## src/rtl/axi4_master_wr_arbiter.sv

```systemverilog
// rtl/axi4_master_wr_arbiter.sv - round-robin sharing of one AXI4 write port among NUM_REQ requesters
// Ports:
//   aclk, areset                   clock, synchronous active-high reset
//   req_aw* / req_w* / req_b*      packed per-requester AW, W and B channels (requester i at slice i)
//   m_aw* / m_w* / m_b*            single master-side write port toward the interconnect
//   busy                           AW grant pending or W bursts still owed
//   err_bid_unmapped               one-cycle pulse after a B handshake whose index has no requester
module axi4_master_wr_arbiter #(
  parameter int NUM_REQ         = 2,
  parameter int ADDR_WIDTH      = 32,
  parameter int DATA_WIDTH      = 32,
  parameter int ID_WIDTH        = 4,
  parameter int IDX_W           = (NUM_REQ > 1) ? $clog2(NUM_REQ) : 1,
  parameter int MAX_OUTSTANDING = 4
) (
  input  logic                               aclk,
  input  logic                               areset,
  input  logic [NUM_REQ-1:0]                 req_awvalid,
  output logic [NUM_REQ-1:0]                 req_awready,
  input  logic [NUM_REQ*ID_WIDTH-1:0]        req_awid,
  input  logic [NUM_REQ*ADDR_WIDTH-1:0]      req_awaddr,
  input  logic [NUM_REQ*8-1:0]               req_awlen,
  input  logic [NUM_REQ*3-1:0]               req_awsize,
  input  logic [NUM_REQ*2-1:0]               req_awburst,
  input  logic [NUM_REQ-1:0]                 req_wvalid,
  output logic [NUM_REQ-1:0]                 req_wready,
  input  logic [NUM_REQ*DATA_WIDTH-1:0]      req_wdata,
  input  logic [NUM_REQ*(DATA_WIDTH/8)-1:0]  req_wstrb,
  input  logic [NUM_REQ-1:0]                 req_wlast,
  output logic [NUM_REQ-1:0]                 req_bvalid,
  input  logic [NUM_REQ-1:0]                 req_bready,
  output logic [ID_WIDTH-1:0]                req_bid,
  output logic [1:0]                         req_bresp,
  output logic [ID_WIDTH+IDX_W-1:0]          m_awid,
  output logic [ADDR_WIDTH-1:0]              m_awaddr,
  output logic [7:0]                         m_awlen,
  output logic [2:0]                         m_awsize,
  output logic [1:0]                         m_awburst,
  output logic                               m_awvalid,
  input  logic                               m_awready,
  output logic [DATA_WIDTH-1:0]              m_wdata,
  output logic [DATA_WIDTH/8-1:0]            m_wstrb,
  output logic                               m_wlast,
  output logic                               m_wvalid,
  input  logic                               m_wready,
  input  logic [ID_WIDTH+IDX_W-1:0]          m_bid,
  input  logic [1:0]                         m_bresp,
  input  logic                               m_bvalid,
  output logic                               m_bready,
  output logic                               busy,
  output logic                               err_bid_unmapped
);

  localparam int STRB_W = DATA_WIDTH / 8;
  localparam int PTR_W  = (MAX_OUTSTANDING > 1) ? $clog2(MAX_OUTSTANDING) : 1;
  localparam int CNT_W  = $clog2(MAX_OUTSTANDING + 1);
  localparam logic [IDX_W:0]   NUM_REQ_W = (IDX_W + 1)'(NUM_REQ);
  localparam logic [PTR_W-1:0] PTR_LAST  = PTR_W'(MAX_OUTSTANDING - 1);
  localparam logic [CNT_W-1:0] CNT_FULL  = CNT_W'(MAX_OUTSTANDING);

  typedef enum logic {ST_IDLE, ST_GRANT} state_t;

  state_t           r_state, w_state_nxt;
  logic [IDX_W-1:0] r_grant, w_grant_nxt;
  logic [IDX_W-1:0] r_last_grant, w_last_grant_nxt;
  logic [IDX_W-1:0] r_fifo [MAX_OUTSTANDING];
  logic [PTR_W-1:0] r_wptr, r_rptr;
  logic [CNT_W-1:0] r_count;
  logic             r_err;
  logic             w_push, w_pop, w_fifo_empty, w_fifo_full;
  logic [IDX_W-1:0] w_head;
  logic [IDX_W:0]   w_rr;
  logic [IDX_W-1:0] w_bidx;
  logic             w_unmapped;

  // Returns {found, index}: first set bit of valid, searching upward from last+1 and wrapping.
  // Offsets are scanned from farthest to nearest so the nearest hit is the one kept.
  function automatic logic [IDX_W:0] rr_pick(input logic [NUM_REQ-1:0] valid,
                                             input logic [IDX_W-1:0]   last);
    logic [IDX_W:0] result;
    int             cand;
    result = '0;
    for (int off = NUM_REQ; off >= 1; off--) begin
      cand = (int'(last) + off) % NUM_REQ;
      if (valid[cand[IDX_W-1:0]]) result = {1'b1, cand[IDX_W-1:0]};
    end
    return result;
  endfunction

  assign w_fifo_empty = (r_count == '0);
  assign w_fifo_full  = (r_count == CNT_FULL);
  assign w_head       = r_fifo[r_rptr];
  assign busy         = (r_state == ST_GRANT) || !w_fifo_empty;

  // AW FSM next-state
  always_comb begin
    w_state_nxt      = r_state;
    w_grant_nxt      = r_grant;
    w_last_grant_nxt = r_last_grant;
    w_push           = 1'b0;
    w_rr             = rr_pick(req_awvalid, r_last_grant);
    case (r_state)
      ST_IDLE: begin
        if (w_rr[IDX_W] && !w_fifo_full) begin
          w_grant_nxt = w_rr[IDX_W-1:0];
          w_state_nxt = ST_GRANT;
        end
      end
      ST_GRANT: begin
        if (m_awvalid && m_awready) begin
          w_push           = 1'b1;
          w_last_grant_nxt = r_grant;
          w_state_nxt      = ST_IDLE;
        end
      end
      default: w_state_nxt = ST_IDLE;
    endcase
  end

  // AW mux on the registered grant
  always_comb begin
    m_awvalid   = 1'b0;
    req_awready = '0;
    m_awid      = '0;
    m_awaddr    = '0;
    m_awlen     = '0;
    m_awsize    = '0;
    m_awburst   = '0;
    for (int i = 0; i < NUM_REQ; i++) begin
      if (r_grant == IDX_W'(i)) begin
        m_awid    = {r_grant, req_awid[i*ID_WIDTH +: ID_WIDTH]};
        m_awaddr  = req_awaddr[i*ADDR_WIDTH +: ADDR_WIDTH];
        m_awlen   = req_awlen[i*8 +: 8];
        m_awsize  = req_awsize[i*3 +: 3];
        m_awburst = req_awburst[i*2 +: 2];
        if (r_state == ST_GRANT) begin
          m_awvalid      = req_awvalid[i];
          req_awready[i] = m_awready;
        end
      end
    end
  end

  // W mux follows the order-FIFO head; only wlast retires a burst
  always_comb begin
    m_wvalid   = 1'b0;
    req_wready = '0;
    m_wdata    = '0;
    m_wstrb    = '0;
    m_wlast    = 1'b0;
    for (int i = 0; i < NUM_REQ; i++) begin
      if (w_head == IDX_W'(i)) begin
        m_wdata = req_wdata[i*DATA_WIDTH +: DATA_WIDTH];
        m_wstrb = req_wstrb[i*STRB_W +: STRB_W];
        m_wlast = req_wlast[i];
        if (!w_fifo_empty) begin
          m_wvalid      = req_wvalid[i];
          req_wready[i] = m_wready;
        end
      end
    end
  end

  assign w_pop = m_wvalid && m_wready && m_wlast;

  // B demux by the index bits prepended to the ID; unmapped indices are drained
  assign w_bidx     = m_bid[ID_WIDTH+IDX_W-1 -: IDX_W];
  assign w_unmapped = ({1'b0, w_bidx} >= NUM_REQ_W);
  assign req_bid    = m_bid[ID_WIDTH-1:0];
  assign req_bresp  = m_bresp;

  always_comb begin
    req_bvalid = '0;
    m_bready   = w_unmapped;
    for (int i = 0; i < NUM_REQ; i++) begin
      if (w_bidx == IDX_W'(i)) begin
        req_bvalid[i] = m_bvalid;
        m_bready      = req_bready[i];
      end
    end
  end

  assign err_bid_unmapped = r_err;

  always_ff @(posedge aclk) begin
    if (areset) begin
      r_state      <= ST_IDLE;
      r_grant      <= '0;
      r_last_grant <= IDX_W'(NUM_REQ - 1);
      r_wptr       <= '0;
      r_rptr       <= '0;
      r_count      <= '0;
      r_err        <= 1'b0;
    end else begin
      r_state      <= w_state_nxt;
      r_grant      <= w_grant_nxt;
      r_last_grant <= w_last_grant_nxt;
      r_err        <= m_bvalid && w_unmapped;
      if (w_push) r_wptr <= (r_wptr == PTR_LAST) ? '0 : r_wptr + 1'b1;
      if (w_pop)  r_rptr <= (r_rptr == PTR_LAST) ? '0 : r_rptr + 1'b1;
      case ({w_push, w_pop})
        2'b10:   r_count <= r_count + 1'b1;
        2'b01:   r_count <= r_count - 1'b1;
        default: r_count <= r_count;
      endcase
    end
  end

  // FIFO storage needs no reset; occupancy is tracked by r_count
  always_ff @(posedge aclk) begin
    if (w_push) r_fifo[r_wptr] <= r_grant;
  end

endmodule

```

## config.mk

```make
export PLATFORM = sky130hd
export DESIGN_NAME = axi4_master_wr_arbiter
export DESIGN_NICKNAME = d
export VERILOG_FILES = /design/src/rtl/axi4_master_wr_arbiter.sv
export SDC_FILE = /design/constraint.sdc
export NUM_CORES = 1
export LEC_CHECK = 0
export CORE_AREA = 2 2 115 117
export CTS_CLUSTER_SIZE = 28
export DETAILED_ROUTE_END_ITERATION = 6
export DIE_AREA = 0 0 117 119
export PLACE_DENSITY_LB_ADDON = 0.3
export SLEW_MARGIN = 5
export SYNTH_ARGS = -nofsm -noshare
export SYNTH_HDL_FRONTEND = slang
export SYNTH_SLANG_ARGS = --single-unit
```

## constraint.sdc

```tcl
create_clock -name aclk -period 4.6 [get_ports aclk]
set_input_delay 0.92 -clock aclk [delete_from_list [all_inputs] [get_ports aclk]]
set_output_delay 0.92 -clock aclk [all_outputs]
set_load 0.1 [all_outputs]
```

### Word-level counts from Yosys, hierarchy flattened

Memory sizes are Yosys's and may differ from the RTL's. A register that Yosys moved wholly into a read port is not among the register bits.
Index checks and enable logic that the tools add are counted.

| storage, ports and cells | value |
|---|---|
| flip-flop bits (word level) | 10 |
| bits in writable memories | 4 |
| input port bits | 190 |
| output and inout bits | 104 |
| logic and storage cells | 75 |
| memories | 1 |

| operators by class | value |
|---|---|
| add/subtract/negate cells | 6 |
| order comparisons | 2 |
| equality and inequality tests | 5 |
| multiplexer cells | 43 |
| bitwise operators | 1 |
| reduce and logical (&&, ||, !) cells | 11 |

Memories:

| memory | words | width | read ports | clocked after memory_dff | write ports | line | RTL |
|---|---|---|---|---|---|---|---|
| r_fifo | 4 | 1 | 1 | 1 | 1 | 66 | `logic [IDX_W-1:0] r_fifo [MAX_OUTSTANDING];` |

Operators with widths:

| cell | count |
|---|---|
| 32-bit two-way mux | 2 |
| 1-bit two-way mux | 28 |
| 2-bit two-way mux | 7 |
| 8-bit two-way mux | 1 |
| 2-bit == test (second input constant) | 3 |
| 3-bit case mux with 2 select lines | 1 |
| 5-bit two-way mux | 1 |
| 2-bit by 1-bit adder with 2-bit output (second input constant) | 2 |
| 1-bit logical AND | 4 |
| 1-bit by 2-bit less-than comparator with 1-bit output (second input constant) | 2 |
| 4-bit two-way mux | 1 |
| 2-bit AND reduction | 2 |
| 3-bit by 1-bit adder with 3-bit output (second input constant) | 1 |
| 3-bit == test (second input constant) | 1 |
| 3-bit logical NOT | 1 |
| 3-bit two-way mux | 1 |
| 3-bit by 1-bit subtractor with 3-bit output (second input constant) | 1 |
| 1-bit adder (second input constant) | 2 |
| 2-bit by 1-bit == test with 1-bit output (second input constant) | 1 |
| 1-bit logical NOT | 2 |
| 1-bit case mux with 2 select lines | 1 |
| 2-bit nonzero test | 1 |
| 1-bit logical OR | 1 |
| 1-bit inverter | 1 |

### Longest topological paths before layout

| depth | value |
|---|---|
| word-level depth | 9 |
| depth in mapped cells | 11 |
| mapped depth without buffers | 9 |

### Worst setup path after synthesis

OpenSTA, ideal clock, no wires.

| path | value |
|---|---|
| path kind | register -> output |
| start | reg (tool-made name) |
| end | out m_wvalid |
| arrival | 2.432 ns |
| required time | 3.680 ns |
| setup slack | 1.248 ns |
| stages on the path, launching flop included | 5 |
| buffers on the path | 1 |
| path through | dfxtp_1 mux4_2 buf_2 mux2i_1 nor2_1 |

RTL lines:

| item | line | RTL |
|---|---|---|
| end: declaration | 44 | `output logic m_wvalid,` |

### Worst setup path in the final report

| path | value |
|---|---|
| start | in m_bid[4] |
| end | out m_bready |

| on the way | value |
|---|---|
| longest elaborated chain between the ends | 1 |

RTL lines:

| item | line | RTL |
|---|---|---|
| start: declaration | 46 | `input logic [ID_WIDTH+IDX_W-1:0] m_bid,` |
| 1-bit two-way mux | 176 | `if (w_bidx == IDX_W'(i)) begin` |
| end: declaration | 49 | `output logic m_bready,` |

No other way between the ends.

==> key figures <==
Outcome
  – Outcome: complete, no violations

Synthesis
  – Seq cells post-synth: 16
  – Syn Area/Cell: 10.00 sq um
  – Asr flop ratio synth: 0
  – Main flop type after synthesis: dfxtp_1
  – Cell Area, Synth: 1931 sq um
  – Syn_nets: 390
  – Post-synth EDFFs: 4
  – Register area share after synthesis: 0.1866
  – Synth warnings: 0
  – Top cell type by total area after synthesis: mux2_2
  – Synth top area cells: mux2_2 51%, dfxtp_1 12%, edfxtp_1 6.2%
  – Top-area cell type share of the netlist area: 0.5133
  – Synth Instances: 193
  – Yosys cell types: 30

Placement
  – Hpwl dp: 7871 microns
  – DP Cell Count: 630
  – Port bufs: 280
  – GPL Wtd Cong: 0.7746

Clock tree
  – Hold Buf Count CTS: 0
  – Clock Pin Slew Worst Setup and Hold Paths: 50 ps
  – H-tree level count: 1
  – Clock Root Buffer: clkbuf_16
  – Postcts setup bufs: 0
  – Clk_lat worst skew: 250 ps
  – Max clock buf depth: 2
  – CTS buffer count: 3
  – # clock sinks: 16
  – Post-CTS sizing: 0
  – CTS tree: done

Worst setup path
  – R2r setup slk: 1440 ps
  – Reg2reg path depth: 9
  – Classification of the worst setup path: input pin to output port
  – Required time worst endpoint: 3680 ps
  – CP arrival: 2710 ps
  – Crit path launch type: input pin
  – RR Startpoint: r_fifo[3]
  – R2R Path End: r_count[2]
  – CP max FO: 3
  – Worst setup EP type: output port

Global route
  – Overall routing resource usage: 0.1167
  – Initial antenna violation count: 0
  – Vias in the first global route: 2546
  – Gr ovfl total: 0
  – Largest net degree at the start of global routing: 43
  – First-pass GRT wire length: 12720 microns

Cells and area
  – Finished Layout Cells: 634
  – Register area: 361.6 sq um
  – ANT cells: 0
  – Layout cell share with drive strength beyond 1: 0.4170
  – Final core utilization: 0.3643
  – Layout Nets: 656
  – Filler Cell Count: 1310
  – Synthesis-to-layout area growth: 143.0%
  – Multi-input combinational cell area: 1433 sq um

Floorplan
  – # IOs: 294
  – Chip Height: 119 microns
  – Starting Density: 0.1500
  – Row count: 42
  – Die area: 13920 sq um
  – Core Area: 12870 sq um
  – Die Wd: 117 microns

STA
  – Highest clock rate: 275.3 MHz
  – Fin crit share: 0.7896
  – Hold Fails Final Rpt: 0
  – Slew @ Worst Pin: 996.4 ps
  – Count of final setup violators: 0
  – Unrepaired setup endpoints after global routing: false
  – Hold WS: 501.1 ps
  – Clock skew: 2.281 ps
  – Fin crit period: 3632 ps
  – Slew headroom: 0.3336
  – Slew Limit Fails: 0
  – Post-Route Setup TNS: 0 ps

Hold path
  – Min-Delay Path Class: flop to flop
  – Hold EP: r_wptr[1]
  – Hold depth: 2
  – Hold Path Origin: r_wptr[1]

Pwr
  – PwrDens: 253.2 nW/um^2
  – Total power: 1188 uW
  – Peak VDD IR: 0.1169 mV
  – Lkg Pwr: 0.001883 uW

Route
  – Met3 WL: 1253 microns
  – Top Layer Used: met4
  – # DRC: 0
  – Via/cell ratio: 3.959
  – Drt total wl: 8892 microns
  – Metal2 WL: 4506 microns
  – Via count: 2510
  – M1 WL: 3026 microns
  – First-pass DRT Iterations: 4
  – WL/cell: 14.03 microns
  – Antenna Nets Post-Route: 0
  – Iteration-0 DRC Markers: 34

Job
  – Max Cap Viol: 0
-- synthesized netlist by cell type, drive strengths merged, types with 2 or more instances --
library cell / n
clkbuf: 6
o21ai: 2
ha: 6
edfxtp: 4
or3: 2
dfxtp: 12
and2: 6
inv: 6
nand2b: 4
buf: 14
and3: 2
mux2: 90
mux2i: 2
xor2: 2
nor2b: 3
nor2: 9
a21oi: 6
nor3: 2
nand2: 8
-- cells by family after synthesis --
family / synth area share
other cells: 0.001942
flops: 0.1867
compound gates: 0.03306
xor+xnor: 0.009075
mux: 0.5489
fa+ha+maj: 0.04925
buf+inv: 0.07128
simple gates: 0.09980
-- final cells by class --
class,instances,share of cell area
clock buffer,3,0.01600
multi-input combinational,151,0.3054
sequential,16,0.07709
timing repair buffer,281,0.5489
inverter,6,0.004801
clock inverter,1,0.0008002
tap,176,0.04695
-- worst max-delay path, stage by stage --
cell             delay [ps]
clkdlybuf4s50_1         500
mux2_2                  330
clkdlybuf4s50_1         960
-- layout by cell type, fill, tap and decap left out --
master	Yosys	routed
mux2i_1	2	2
dfxtp_1	12	11
fa_1	1	1
o21bai_1	1	1
mux2_1	1	1
nand2_1	8	8
mux2_2	88	88
buf_4	9	95
a21bo_2	1	1
conb_1	1	1
nor2b_1	3	3
and2_1	6	6
o21ai_0	2	2
edfxtp_1	4	4
xor2_1	2	2
clkbuf_16	0	3
nor2_1	8	8
mux4_2	1	1
clkdlybuf4s50_1	0	186
nand2b_1	4	4
ha_1	6	6
nor2_4	1	1
and3_1	2	2
mux2_4	1	1
a31oi_1	1	1
inv_1	6	6
clkinv_1	0	1
nor3_1	2	2
or3_1	2	2
nand3_1	1	1
dfxtp_2	0	1
a21oi_1	6	6
-- worst max-delay path by stage --
| stage | from | end | slack [ps] | depth (start not counted) |
|---|---|---|---|---|
| 2_1_floorplan | flop | m_wvalid | 1250 | 4 |
| 3_3_place_gp | m_bid[4] | m_bready | 970 | 3 |
| 3_5_place_dp | m_bid[4] | m_bready | 960 | 3 |
| 4_1_cts | m_bid[4] | m_bready | 960 | 3 |
| 5_1_grt | m_bid[4] | m_bready | 930 | 3 |
| 6_report | m_bid[4] | m_bready | 970 | 3 |
-- per-stage QoR --
stage	cell area (sq um)	setup WS [ps]
after floorplan	1931	1248
after global placement	4612	970.7
after detailed placement	4612	958.5
after CTS	4691	962.4
after global routing	4691	931.6
final	4691	968.1
-- per-layer routing --
| metal | vias to the layer above | GRT usage |
|---|---|---|
| met1 | 1121 | 0.1179 |
| met3 | 5 | 0.03766 |
| met5 | - | 0 |
| li1 | 1205 | - |
| met4 | 0 | 0.03529 |
| met2 | 179 | 0.2222 |
-- power breakdown --
group	switching (uW)	internal [uW]	leakage, uW
sequential	7.16	149	0.000135
clock	55.2	115	0.0000385
combinational	580	282	0.00171
total	642	546	0.00188
Power figures use the tool's default switching activity.
